### config.mk
export PLATFORM = sky130hd
export DESIGN_NAME = coin_bank
export DESIGN_NICKNAME = d
export VERILOG_FILES = /design/src/rtl/coin_bank.sv
export SDC_FILE = /design/constraint.sdc
export NUM_CORES = 1
export LEC_CHECK = 0
export CAP_MARGIN = 30
export CELL_PAD_IN_SITES_DETAIL_PLACEMENT = 1
export CELL_PAD_IN_SITES_GLOBAL_PLACEMENT = 1
export CORE_MARGIN = 2
export CORE_UTILIZATION = 40
export DETAILED_ROUTE_END_ITERATION = 12
export GPL_TIMING_DRIVEN = 0
export PLACE_DENSITY = 0.78
export SLEW_MARGIN = 10
export SYNTH_ARGS = -nofsm -noshare
export SYNTH_HDL_FRONTEND = slang
export SYNTH_SLANG_ARGS = --single-unit
export TNS_END_PERCENT = 10
### constraint.sdc
create_clock -name CLOCK_50 -period 3.3 [get_ports CLOCK_50]
set_input_delay 0.495 -clock CLOCK_50 [delete_from_list [all_inputs] [get_ports CLOCK_50]]
set_output_delay 0.495 -clock CLOCK_50 [all_outputs]
set_load 0.01 [all_outputs]
### src/rtl/coin_bank.sv
// coin_bank: synchronises a raw coin strobe, accumulates coin value as credit and banks games.
// Latency: coin rising before edge E shows in credit after E+2; first game converted after E+3.
// Flow: no backpressure; credit saturates at CMAX (coinLost), conversion stalls at MAX_GAMES.
// Optional refund path enabled by defining COIN_REFUND_EN.
module coin_bank #(
    parameter int PRICE     = 4,
    parameter int MAX_GAMES = 7,
    parameter int GAME_W    = 4,
    parameter int CREDIT_W  = 4,
    parameter int VAL0      = 4,
    parameter int VAL1      = 1,
    parameter int VAL2      = 3,
    parameter int VAL3      = 5
) (
    input  logic                CLOCK_50,
    input  logic                reset,
    input  logic                CoinInserted,
    input  logic [1:0]          CoinValue,
    input  logic                startGameNow,
    input  logic                masterLoaded,
    input  logic                gamePlaying,
`ifdef COIN_REFUND_EN
    input  logic                refundReq,
    output logic                refundValid,
    output logic [CREDIT_W-1:0] refundAmt,
`endif
    output logic [GAME_W-1:0]   NumGames,
    output logic [CREDIT_W-1:0] credit,
    output logic                ready,
    output logic                gameTaken,
    output logic                coinLost
);

    // Arithmetic is done one bit wider than credit so clipping can be detected.
    localparam logic [CREDIT_W:0]   CMAX_W  = {1'b0, {CREDIT_W{1'b1}}};
    localparam logic [CREDIT_W:0]   PRICE_W = (CREDIT_W+1)'(PRICE);
    localparam logic [GAME_W-1:0]   MAX_G   = GAME_W'(MAX_GAMES);

    typedef enum logic {IDLE = 1'b0, CONVERT = 1'b1} state_t;

    function automatic logic [CREDIT_W:0] coin_units(input logic [1:0] code);
        case (code)
            2'd0:    coin_units = (CREDIT_W+1)'(VAL0);
            2'd1:    coin_units = (CREDIT_W+1)'(VAL1);
            2'd2:    coin_units = (CREDIT_W+1)'(VAL2);
            default: coin_units = (CREDIT_W+1)'(VAL3);
        endcase
    endfunction

    logic                s1_q, s2_q, s3_q;
    logic [1:0]          v1_q, v2_q;
    logic [CREDIT_W-1:0] credit_q, credit_d;
    logic [GAME_W-1:0]   num_games_q, num_games_d;
    logic                game_taken_q, game_taken_d;
    logic                coin_lost_q, coin_lost_d;
    state_t              state_q, state_d;

    logic                coin_evt;
    logic [CREDIT_W:0]   coin_val;
    logic [CREDIT_W:0]   sum;
    logic                conv_ok;
    logic                conv;
    logic                take;
    logic                refund_cycle;

`ifdef COIN_REFUND_EN
    logic                refund_valid_q, refund_valid_d;
    logic [CREDIT_W-1:0] refund_amt_q, refund_amt_d;
    assign refund_cycle = refundReq;
`else
    assign refund_cycle = 1'b0;
`endif

    // The value code travels alongside the strobe so it lines up with the detected edge.
    assign coin_evt = s2_q & ~s3_q;
    assign coin_val = coin_evt ? coin_units(v2_q) : '0;

    assign ready   = (num_games_q != '0) & masterLoaded & ~gamePlaying;
    assign take    = startGameNow & ready;
    // Credit is tested before this cycle's coin is added.
    assign conv_ok = ({1'b0, credit_q} >= PRICE_W) & (num_games_q < MAX_G) & ~refund_cycle;

    // Conversion FSM: one game per cycle while conversion is possible.
    always_comb begin
        state_d = state_q;
        conv    = 1'b0;
        case (state_q)
            IDLE: begin
                conv = conv_ok;
                if (conv_ok) state_d = CONVERT;
            end
            CONVERT: begin
                conv = conv_ok;
                if (!conv_ok) state_d = IDLE;
            end
            default: state_d = IDLE;
        endcase
    end

    // Credit/game bookkeeping with saturation at CMAX.
    always_comb begin
        sum          = {1'b0, credit_q} + coin_val - (conv ? PRICE_W : '0);
        credit_d     = credit_q;
        coin_lost_d  = 1'b0;
        num_games_d  = num_games_q + GAME_W'(conv) - GAME_W'(take);
        game_taken_d = take;
`ifdef COIN_REFUND_EN
        refund_valid_d = 1'b0;
        refund_amt_d   = refund_amt_q;
`endif
        if (refund_cycle) begin
            // A coin landing in the refund cycle becomes the new credit.
            credit_d = coin_val[CREDIT_W-1:0];
`ifdef COIN_REFUND_EN
            refund_valid_d = 1'b1;
            refund_amt_d   = credit_q;
`endif
        end else if (sum > CMAX_W) begin
            credit_d    = CMAX_W[CREDIT_W-1:0];
            coin_lost_d = 1'b1;
        end else begin
            credit_d = sum[CREDIT_W-1:0];
        end
    end

    // Coin strobe synchroniser and value pipeline.
    always_ff @(posedge CLOCK_50 or posedge reset) begin
        if (reset) begin
            s1_q <= 1'b0;
            s2_q <= 1'b0;
            s3_q <= 1'b0;
            v1_q <= 2'd0;
            v2_q <= 2'd0;
        end else begin
            s1_q <= CoinInserted;
            s2_q <= s1_q;
            s3_q <= s2_q;
            v1_q <= CoinValue;
            v2_q <= v1_q;
        end
    end

    // Bank state registers and output pulses.
    always_ff @(posedge CLOCK_50 or posedge reset) begin
        if (reset) begin
            credit_q     <= '0;
            num_games_q  <= '0;
            game_taken_q <= 1'b0;
            coin_lost_q  <= 1'b0;
            state_q      <= IDLE;
        end else begin
            credit_q     <= credit_d;
            num_games_q  <= num_games_d;
            game_taken_q <= game_taken_d;
            coin_lost_q  <= coin_lost_d;
            state_q      <= state_d;
        end
    end

`ifdef COIN_REFUND_EN
    // Refund result registers; amount is held until the next refund.
    always_ff @(posedge CLOCK_50 or posedge reset) begin
        if (reset) begin
            refund_valid_q <= 1'b0;
            refund_amt_q   <= '0;
        end else begin
            refund_valid_q <= refund_valid_d;
            refund_amt_q   <= refund_amt_d;
        end
    end

    assign refundValid = refund_valid_q;
    assign refundAmt   = refund_amt_q;
`endif

    assign NumGames  = num_games_q;
    assign credit    = credit_q;
    assign gameTaken = game_taken_q;
    assign coinLost  = coin_lost_q;

endmodule

==> flow_summary.json <==
{
  "synth_fa_ha_area_share_pct": 23.7,
  "max-slew-margin-rel_pct": 57.3,
  "power_mw": 1.08,
  "maxCapViolCount": 0,
  "end_kind": "register",
  "synth_top_family_by_area": "adder cells",
  "drc": 0,
  "hold_violations": 0,
  "synth-xor-area-share_pct": 6.00,
  "worst-path-max-fanout": 5,
  "die_area_um2": 2520,
  "clk_latency_ns": 0.29,
  "ctsResizeCount": 0,
  "ys_types": 17,
  "n_antenna_cell": 0,
  "synth-simple-area-share_pct": 9.37,
  "fin_nets": 120,
  "die_x_um": 50.2,
  "syn-num-nets": 97,
  "core-area_um2": 1980,
  "tns_ns": 0,
  "die_h_um": 50.2,
  "grt_overflow": 0,
  "synth-compound-area-share_pct": 4.54,
  "post-cts-setup-buffer-count": 0,
  "timing.final.ws_setup_ns": 0.931,
  "cp_num_buf_inv": 1,
  "critPathArrivalTime_ns": 2.54,
  "grt_pass1_wl_um": 3120,
  "gp_congestion": 0.707,
  "p_leak_nw": 0.536,
  "pwr-share-clk_pct": 10.4,
  "ys_ff_latch": 17,
  "slew_violations": 0,
  "grtUsageTotal_pct": 17.4,
  "fin_area_um2": 1090,
  "cts_tree": "done",
  "p_int_mw": 0.634,
  "drtAntennaViolNets": 0,
  "grt_pass1_vias": 660,
  "p_sw_mw": 0.447,
  "max_stage_delay_ns": 0.48,
  "crit_slowest_cell": "fa_1",
  "fp-row-count": 16,
  "portBuffers": 18,
  "grt_max_degree": 18,
  "crit_family": "adder cells",
  "holdWs_ns": 0.356,
  "placed_cell_area_um2": 1070,
  "start_kind": "register",
  "boundaryPins": 19,
  "switching_share_pct": 41.3,
  "setup_violations": 0,
  "start_util_pct": 43.1,
  "synthMuxAreaShare_pct": 0,
  "worst_clock_skew_ns": 0.00470,
  "clock.fmax_mhz": 422,
  "rsz0062_at_grt": "false",
  "clock_sinks": 17,
  "num_vias": 550,
  "finalWirelength_um": 1730,
  "hold_path.class": "register to register",
  "syn_area_um2": 855,
  "path_common_cell": "ha_1",
  "synthCells": 74,
  "synth_seq_area_share_pct": 49.8,
  "cts.hold.buffers_added": 0,
  "path_cells": "inv_1 -> ha_1 -> nand3_1 -> o211ai_1 -> fa_1 -> ha_1 -> nand2b_1 -> a21oi_2 -> xnor2_2 -> nand2_1",
  "cts_max_level": 1,
  "layout-drive-gt1-share_pct": 5.21,
  "worst_slew_pin_slew_ns": 0.640,
  "place_ws_ns": 0.777,
  "drtIter0Drc": 3,
  "cts_buffers": 3,
  "drt_first_pass_iters": 2,
  "combPwrFrac_pct": 59.4,
  "ir_drop_v": 0.000606,
  "avgSynthCellArea_um2": 11.5,
  "dp_hpwl_um": 1350,
  "area_growth_pct": 28.1,
  "sequentialPowerShare_pct": 30.2,
  "wl_per_cell_um": 14.0,
  "antenna_found_initial": 0,
  "clockRootBuffer": "clkbuf_4",
  "clockBufferDepth": 2,
  "power.density_nw_per_um2": 987,
  "period_needed_ns": 2.37,
  "crit_type": "register to register",
  "fin_crit_sh_pct": 71.8,
  "outcome": "finished clean",
  "required_ns": 3.47,
  "clk_pin_slew_ns": 0.10,
  "ys.warnings.count": 0,
  "via_per_inst": 4.47
}
-- sequential cells by signal, indices dropped and copies added (netlist names) --
name / cells
v2_q: 2
gameTaken: 1
v1_q: 2
s3_q: 1
coinLost: 1
s2_q: 1
s1_q: 1
credit: 4
NumGames: 4
-- power by group through the flow --
stage	combinational (mW)	clock (mW)	sequential (mW)
6_report	0.642	0.112	0.327
3_5_place_dp	0.651	0	0.330
4_1_cts	0.665	0.116	0.328
2_1_floorplan	0.401	0	0.345
3_3_place_gp	0.603	0	0.328
5_1_grt	0.740	0.129	0.336
-- worst reg2reg max path: cells and delay by family (launching register included) --
family                   cells  cell delay, ns
AO/OA/AOI/OAI                2            0.25
XOR/XNOR                     1            0.25
adder cells (fa/ha/maj)      3            1.00
buffers and inverters        1            0.10
flip-flops                   1            0.39
AND/OR/NAND/NOR              3            0.27
-- kinds of logic after synthesis --
family,after synthesis
AND/OR/NAND/NOR,16
XOR/XNOR,5
flip-flops,17
adder cells (fa/ha/maj),15
buffers and inverters,15
AO/OA/AOI/OAI,6
-- layout make-up --
class	instances	area, µm²
multi-input cells	42	373
clock buffers	4	26.3
repair buffers	18	180
inverters	15	56.3
flip-flops and latches	17	425
well taps	27	33.8
fillers	213	887
-- final timing paths --
check,from,to,slack (ns),depth (start not counted)
hold / removal,s1_q$_DFF_PP0_,s2_q$_DFF_PP0_,0.36,0
max in group asynchronous,reset,credit[3]$_DFF_PP0_,2.31,2
setup / recovery,NumGames[3]$_DFF_PP0_,credit[3]$_DFF_PP0_,0.93,10
setup reg to reg,NumGames[3]$_DFF_PP0_,credit[3]$_DFF_PP0_,0.93,10
min in group asynchronous,reset,v2_q[0]$_DFF_PP0_,0.58,2
hold reg to reg,s1_q$_DFF_PP0_,s2_q$_DFF_PP0_,0.36,0
-- metrics by stage --
step	cells	utilization, %
2_1_floorplan	74	-
3_5_place_dp	119	53.9
6_report	123	55.2
3_3_place_gp	119	53.9
4_1_cts	123	55.2
5_1_grt	123	55.2
-- cell usage in the layout, fill, tap and decap left out --
master	synthesis	layout
and2_1	1	1
dfrtp_1	17	17
a21oi_1	3	3
clkdlybuf4s50_1	0	18
a21oi_2	1	1
nand3_1	1	1
nand2b_1	5	5
fa_1	2	2
clkbuf_1	0	1
xnor2_1	1	1
a21o_1	1	1
ha_1	13	13
clkbuf_4	0	3
xnor2_2	1	1
nand3b_1	1	1
inv_1	15	15
xor2_1	3	3
o211ai_1	1	1
nor2_1	5	5
nand2_1	3	3
-- layer usage --
| metal | wire length (µm) | GRT usage, % | share of wire (%) | vias up |
|---|---|---|---|---|
| li1 | - | - | - | 272 |
| met1 | 678 | 19.8 | 39 | 268 |
| met2 | 993 | 31.6 | 58 | 10 |
| met5 | 0 | 0 | 0 | - |
| met4 | 0 | 5.56 | 0 | 0 |
| met3 | 53 | 4.17 | 3.1 | 0 |
-- cells in the mapped netlist --
cell,count,area share (%)
a21o_1,1,0.88
a21oi_1,3,1.8
a21oi_2,1,1.0
and2_1,1,0.73
dfrtp_1,17,50
fa_1,2,4.7
ha_1,13,19
inv_1,15,6.6
nand2_1,3,1.3
nand2b_1,5,3.7
nand3_1,1,0.59
nand3b_1,1,0.88
nor2_1,5,2.2
o211ai_1,1,0.88
xnor2_1,1,1.0
xnor2_2,1,1.9
xor2_1,3,3.1
No activity file was read; power rests on OpenSTA's default activity.
==> RTL edit 1: new RTL, config.mk and constraints unchanged <==
The option `COIN_REFUND_EN` is turned on by a define.
--- a/src/rtl/coin_bank.sv
+++ b/src/rtl/coin_bank.sv
@@ -3,4 +3,6 @@
 // Flow: no backpressure; credit saturates at CMAX (coinLost), conversion stalls at MAX_GAMES.
 // Optional refund path enabled by defining COIN_REFUND_EN.
+`define COIN_REFUND_EN
+
 module coin_bank #(
     parameter int PRICE     = 4,
Ports: changed (added refundAmt, refundReq and refundValid); port bits go from 19 to 25. No check against the original RTL was run, so the function may have changed too.
==> RTL edit 1 against the original RTL <==
- sequential cell count rose by 5
- design area rose by 33%
- via count rose by 38%
- sequential share of layout area fell by 0.93 points
- first-iteration DRC count rose by 100%
- wire length rose by 29%
- final cell count rose by 24%
- synthesized area rose by 28%
- clock skew fell by 3.8 ps
- worst setup slack got worse by 540 ps
- register-to-register slack got worse by 170 ps
- combinational power rose by 13%
- power rose by 26%
==> RTL edit 1: results <==
[critical_path]
critical_path.top_delay_family = "buffers and inverters"
critPathSlowestCell = "clkdlybuf4s50_1"
worstPathArrival_ps = 3120
crit_fanout = 10
slowest_delay_ps = 560

[placement]
globalplace.congestion = 0.744
dp_hpwl_mm = 1.66
dp_slack_ps = 21.3
port_buffers = 24

[pwr]
ir_worst_vdd_mv = 0.612
switchingPower_mw = 0.509
p_leak_nw = 0.701

[global_routing]
grt_pass1_wl_mm = 3.80
grt_max_degree = 23
grt_pass1_vias = 870

[yosys]
synth_commonest_cells = "dfrtp_1 (22), inv_1 (18), ha_1 (13), a21oi_1 (6), nor2_1 (6)"
yosys-top-cells-area = "dfrtp_1 (50%), ha_1 (15%), inv_1 (6.2%)"
yosysUniqueCellTypes = 21
avgSynthCellArea_sq_um = 11.8
seq_area_frac_synth_pct = 50.3

[routing]
post_drt_wl_per_cell_um = 14.7
routed_wl_mm = 2.23
via_per_inst = 4.99
drtIter0Drc = 6

[cells_and_area]
finalNetCount = 147
layout-drive-gt1-share_pct = 12.3

[min_path]
hold_path.class = "input port to asynchronous set/reset pin"

[clock_network]
clk_latency_ps = 330
clkTransAtPathRegs_ps = 130

[sta]
worst_slew_pin_slew_ps = 350

[run_status]
outcome = "completed"
RTL edit 1: cell types whose count changed after synthesis, sizes merged, moves of 2 or more:
| cell | change |
|---|---|
| nor2b | +4 |
| nand2 | -2 |
| a21oi | +3 |
| inv | +3 |
| a22oi | +2 |
| mux2 | +4 |
| dfrtp | +5 |
RTL edit 1: stage by stage:
| step | area [sq um] | util (%) |
|---|---|---|
| after floorplan | 1090 | - |
| after global placement | 1370 | 53.9 |
| after detailed placement | 1370 | 53.9 |
| after CTS | 1420 | 55.9 |
| after global routing | 1450 | 57.0 |
| final | 1450 | 57.0 |
RTL edit 1: cell families (layout without fill, tap and decap cells):
logic type               Yosys count  after routing  synth area share (%)
AND/OR/NAND/NOR                   18             18                  9.27
XOR/XNOR                           4              4                  3.89
AO/OA/AOI/OAI                     11             11                  7.21
adder cells (fa/ha/maj)           15             15                  18.5
multiplexers                       4              4                  4.12
flip-flops                        22             22                  50.3
buffers and inverters             19             48                  6.64
RTL edit 1: layer usage:
metal	GRT usage [%]	part of all wire [%]	up-vias
met5	0	0	-
met4	9.18	2.5	0
met3	2.07	2.4	5
met2	29.2	55	11
met1	18.0	40	392
li1	-	-	350
RTL edit 1: path summary, 6_finish.rpt:
kind / slack (ps) / startpoint / cells past startpoint / to
worst max register to register: 760 / NumGames[3]$_DFF_PP0_ / 12 / credit[3]$_DFF_PP0_
min in group CLOCK_50: 370 / s1_q$_DFF_PP0_ / 0 / s2_q$_DFF_PP0_
worst min-delay path: 330 / reset / 2 / NumGames[3]$_DFF_PP0_
worst max-delay path: 390 / refundReq / 12 / credit[3]$_DFF_PP0_
max in group asynchronous: 2630 / reset / 3 / refundValid$_DFF_PP0_
worst min register to register: 370 / s1_q$_DFF_PP0_ / 0 / s2_q$_DFF_PP0_
RTL edit 1: cell type report:
| class | instances | area (sq um) |
|---|---|---|
| buffer | 1 | 5.00 |
| clock buffer | 3 | 22.5 |
| clock inverter | 1 | 30.0 |
| fill | 277 | 1090 |
| inverter | 18 | 67.6 |
| multi-input combinational | 52 | 470 |
| sequential | 22 | 551 |
| tap | 30 | 37.5 |
| timing repair buffer | 25 | 268 |
RTL edit 1: power by group through the flow:
stage	combinational (mW)	clock (mW)	sequential [mW]
global route	0.804	0.233	0.434
global placement	0.683	0	0.422
finish	0.723	0.215	0.421
detailed placement	0.721	0	0.428
CTS	0.726	0.225	0.422
floorplan	0.421	0	0.451
==> RTL edit 2: new RTL, same flow settings <==
Made on the original files. Put one more register stage on the output `credit`. The value now appears one clock later. The other outputs are not delayed to match. Comments in the files are not updated.
--- a/src/rtl/coin_bank.sv
+++ b/src/rtl/coin_bank.sv
@@ -175,5 +175,7 @@
 
     assign NumGames  = num_games_q;
-    assign credit    = credit_q;
+    always_ff @(posedge CLOCK_50) begin
+        credit <= credit_q;
+    end
     assign gameTaken = game_taken_q;
     assign coinLost  = coin_lost_q;
Formal check against the unedited RTL: not equivalent (a bounded check fails within 4 cycles, from zero or initial values and one cycle with reset high).
==> RTL edit 2 against the original RTL <==
- global-route usage fell by 2.0 points
- via count up 6.7%
- worst setup slack worse by 15 ps
- synthesized area is 9.4% higher
- sequential share of layout area rose by 4.0 points
- design area up 7.8%
- power increased by 5.6%
- sequential cell count is 4 higher
- sequential power grew 21%
- wire length decreased by 5.2%
- count of clock-buffer cells in the layout decreased by 1
- final cell count is 4.1% higher
- largest cell class unchanged
- highest routed layer is now met4
==> RTL edit 2: results <==
[run_status]
outcome = "completed"

[critical_path]
worstPathArrival_ps = 2560
crit_fanout = 5
critical_path.top_delay_family = "adder cells"
rrSetupSlack_ps = 920
r2r-end = "credit_q[3]$_DFF_PP0_"
reg2regPathDepth = 10
r2r-start = "NumGames[3]$_DFF_PP0_"
critPathSlowestCell = "fa_1"
slowest_delay_ps = 480

[yosys]
seq_area_frac_synth_pct = 54.1
synth_commonest_cells = "dfrtp_1 (17), inv_1 (15), ha_1 (13), nand2b_1 (5), nor2_1 (5)"
ys_warn_count = 0
avgSynthCellArea_sq_um = 12.0
syn_nets = 101
synth_flop_cell = "dfrtp_1"
yosys-top-cells-area = "dfrtp_1 (46%), ha_1 (17%), dfxtp_1 (8.6%)"
yosysUniqueCellTypes = 18
synth_async_sr_flop_share_pct = 81.0

[cells_and_area]
fill_cells = 249
antenna_cells = 0
layout-drive-gt1-share_pct = 6.00
finalNetCount = 124

[placement]
port_buffers = 18
dp_hpwl_mm = 1.33
dpl.cell_count = 124
globalplace.congestion = 0.674

[routing]
dr.pass1.iters = 4
via_per_inst = 4.59
vias = 587
drtIter0Drc = 2
routed_wl_mm = 1.64

[clock_network]
clk_latency_ps = 300
cts_setup_buffers = 0
htreeDepth = 1
numCtsBuffers = 3
clockBufferDepth = 2
post_cts_resized = 0
clock_tree.root_cell = "clkbuf_4"
clkTransAtPathRegs_ps = 120

[global_routing]
grt_pass1_vias = 645
antenna_found_initial = 0
track_usage_pct = 15.4
grt_max_degree = 18
grt_pass1_wl_mm = 2.98

[min_path]
hold_path.class = "flip-flop to flip-flop"
hold_depth = 0
worstHoldStart = "v1_q[1]$_DFF_PP0_"
hold_end = "v2_q[1]$_DFF_PP0_"

[pwr]
ir_worst_vdd_mv = 0.504
p_leak_nw = 0.568

[sta]
worst_slew_pin_slew_ps = 626
fin_worst_skew_ps = 2.87
==> RTL edit 2: changes by cell type after synthesis, sizes merged <==
cell	unedited run	this run
dfxtp	0	4
==> RTL edit 2: worst reg2reg max path: stages, from the launching register on <==
cell      delay (ps)
dfrtp_1          400
inv_1            100
ha_1             150
nand3_1           80
o211ai_1         180
fa_1             480
ha_1             340
nand2b_1          80
a21oi_2          170
xnor2_2          170
nand2_1          110
==> RTL edit 2: worst max path at each step <==
stage               slack (ps)                   from  cells past startpoint               endpoint
floorplan                 1110  NumGames[3]$_DFF_PP0_                     10  credit_q[0]$_DFF_PP0_
global placement           800            gamePlaying                     10  NumGames[3]$_DFF_PP0_
detailed placement         760            gamePlaying                     10  NumGames[2]$_DFF_PP0_
CTS                        870  NumGames[3]$_DFF_PP0_                     10  credit_q[3]$_DFF_PP0_
global route               740  NumGames[3]$_DFF_PP0_                     10  credit_q[3]$_DFF_PP0_
finish                     920  NumGames[3]$_DFF_PP0_                     10  credit_q[3]$_DFF_PP0_
==> RTL edit 2: cells by family after synthesis <==
kind of cell	share of synthesized area, %
simple gates	8.57
compound gates	4.15
buf+inv	6.02
flops	54.1
xor+xnor	5.49
fa+ha+maj	21.7
==> RTL edit 2: area by class of cell <==
type | count | share of cell area, %
Sequential cell | 21 | 42.8
Multi-Input combinational cell | 42 | 31.6
Timing Repair Buffer | 18 | 15.3
Inverter | 15 | 4.77
Tap cell | 28 | 2.97
Clock buffer | 3 | 1.91
Clock inverter | 1 | 0.636
==> RTL edit 2: metrics by stage <==
step	power, mW	cell area [sq um]	setup WS, ps	util [%]	hold slack, ps
finish	1.14	1180	916	53.3	361
global route	1.28	1180	736	53.3	374
CTS	1.17	1180	874	53.3	365
detailed placement	1.04	1150	763	52.0	336
global placement	1.00	1150	800	52.0	334
floorplan	0.816	935	1110	-	331
==> RTL edit 2: per-layer routing <==
metal / wire length, um / part of all wire (%) / global-route usage (%)
met5: 0 / 0 / 0
met4: 19 / 1.2 / 6.41
met3: 69 / 4.2 / 3.14
met2: 882 / 54 / 27.5
met1: 664 / 41 / 17.6
==> RTL edit 2: power by group <==
group | leakage (nW) | total [mW] | switching [mW] | internal, mW
combinational | 0.327 | 0.622 | 0.315 | 0.308
sequential | 0.228 | 0.395 | 0.0523 | 0.343
clock | 0.0139 | 0.123 | 0.0774 | 0.0460
total | 0.568 | 1.14 | 0.444 | 0.697
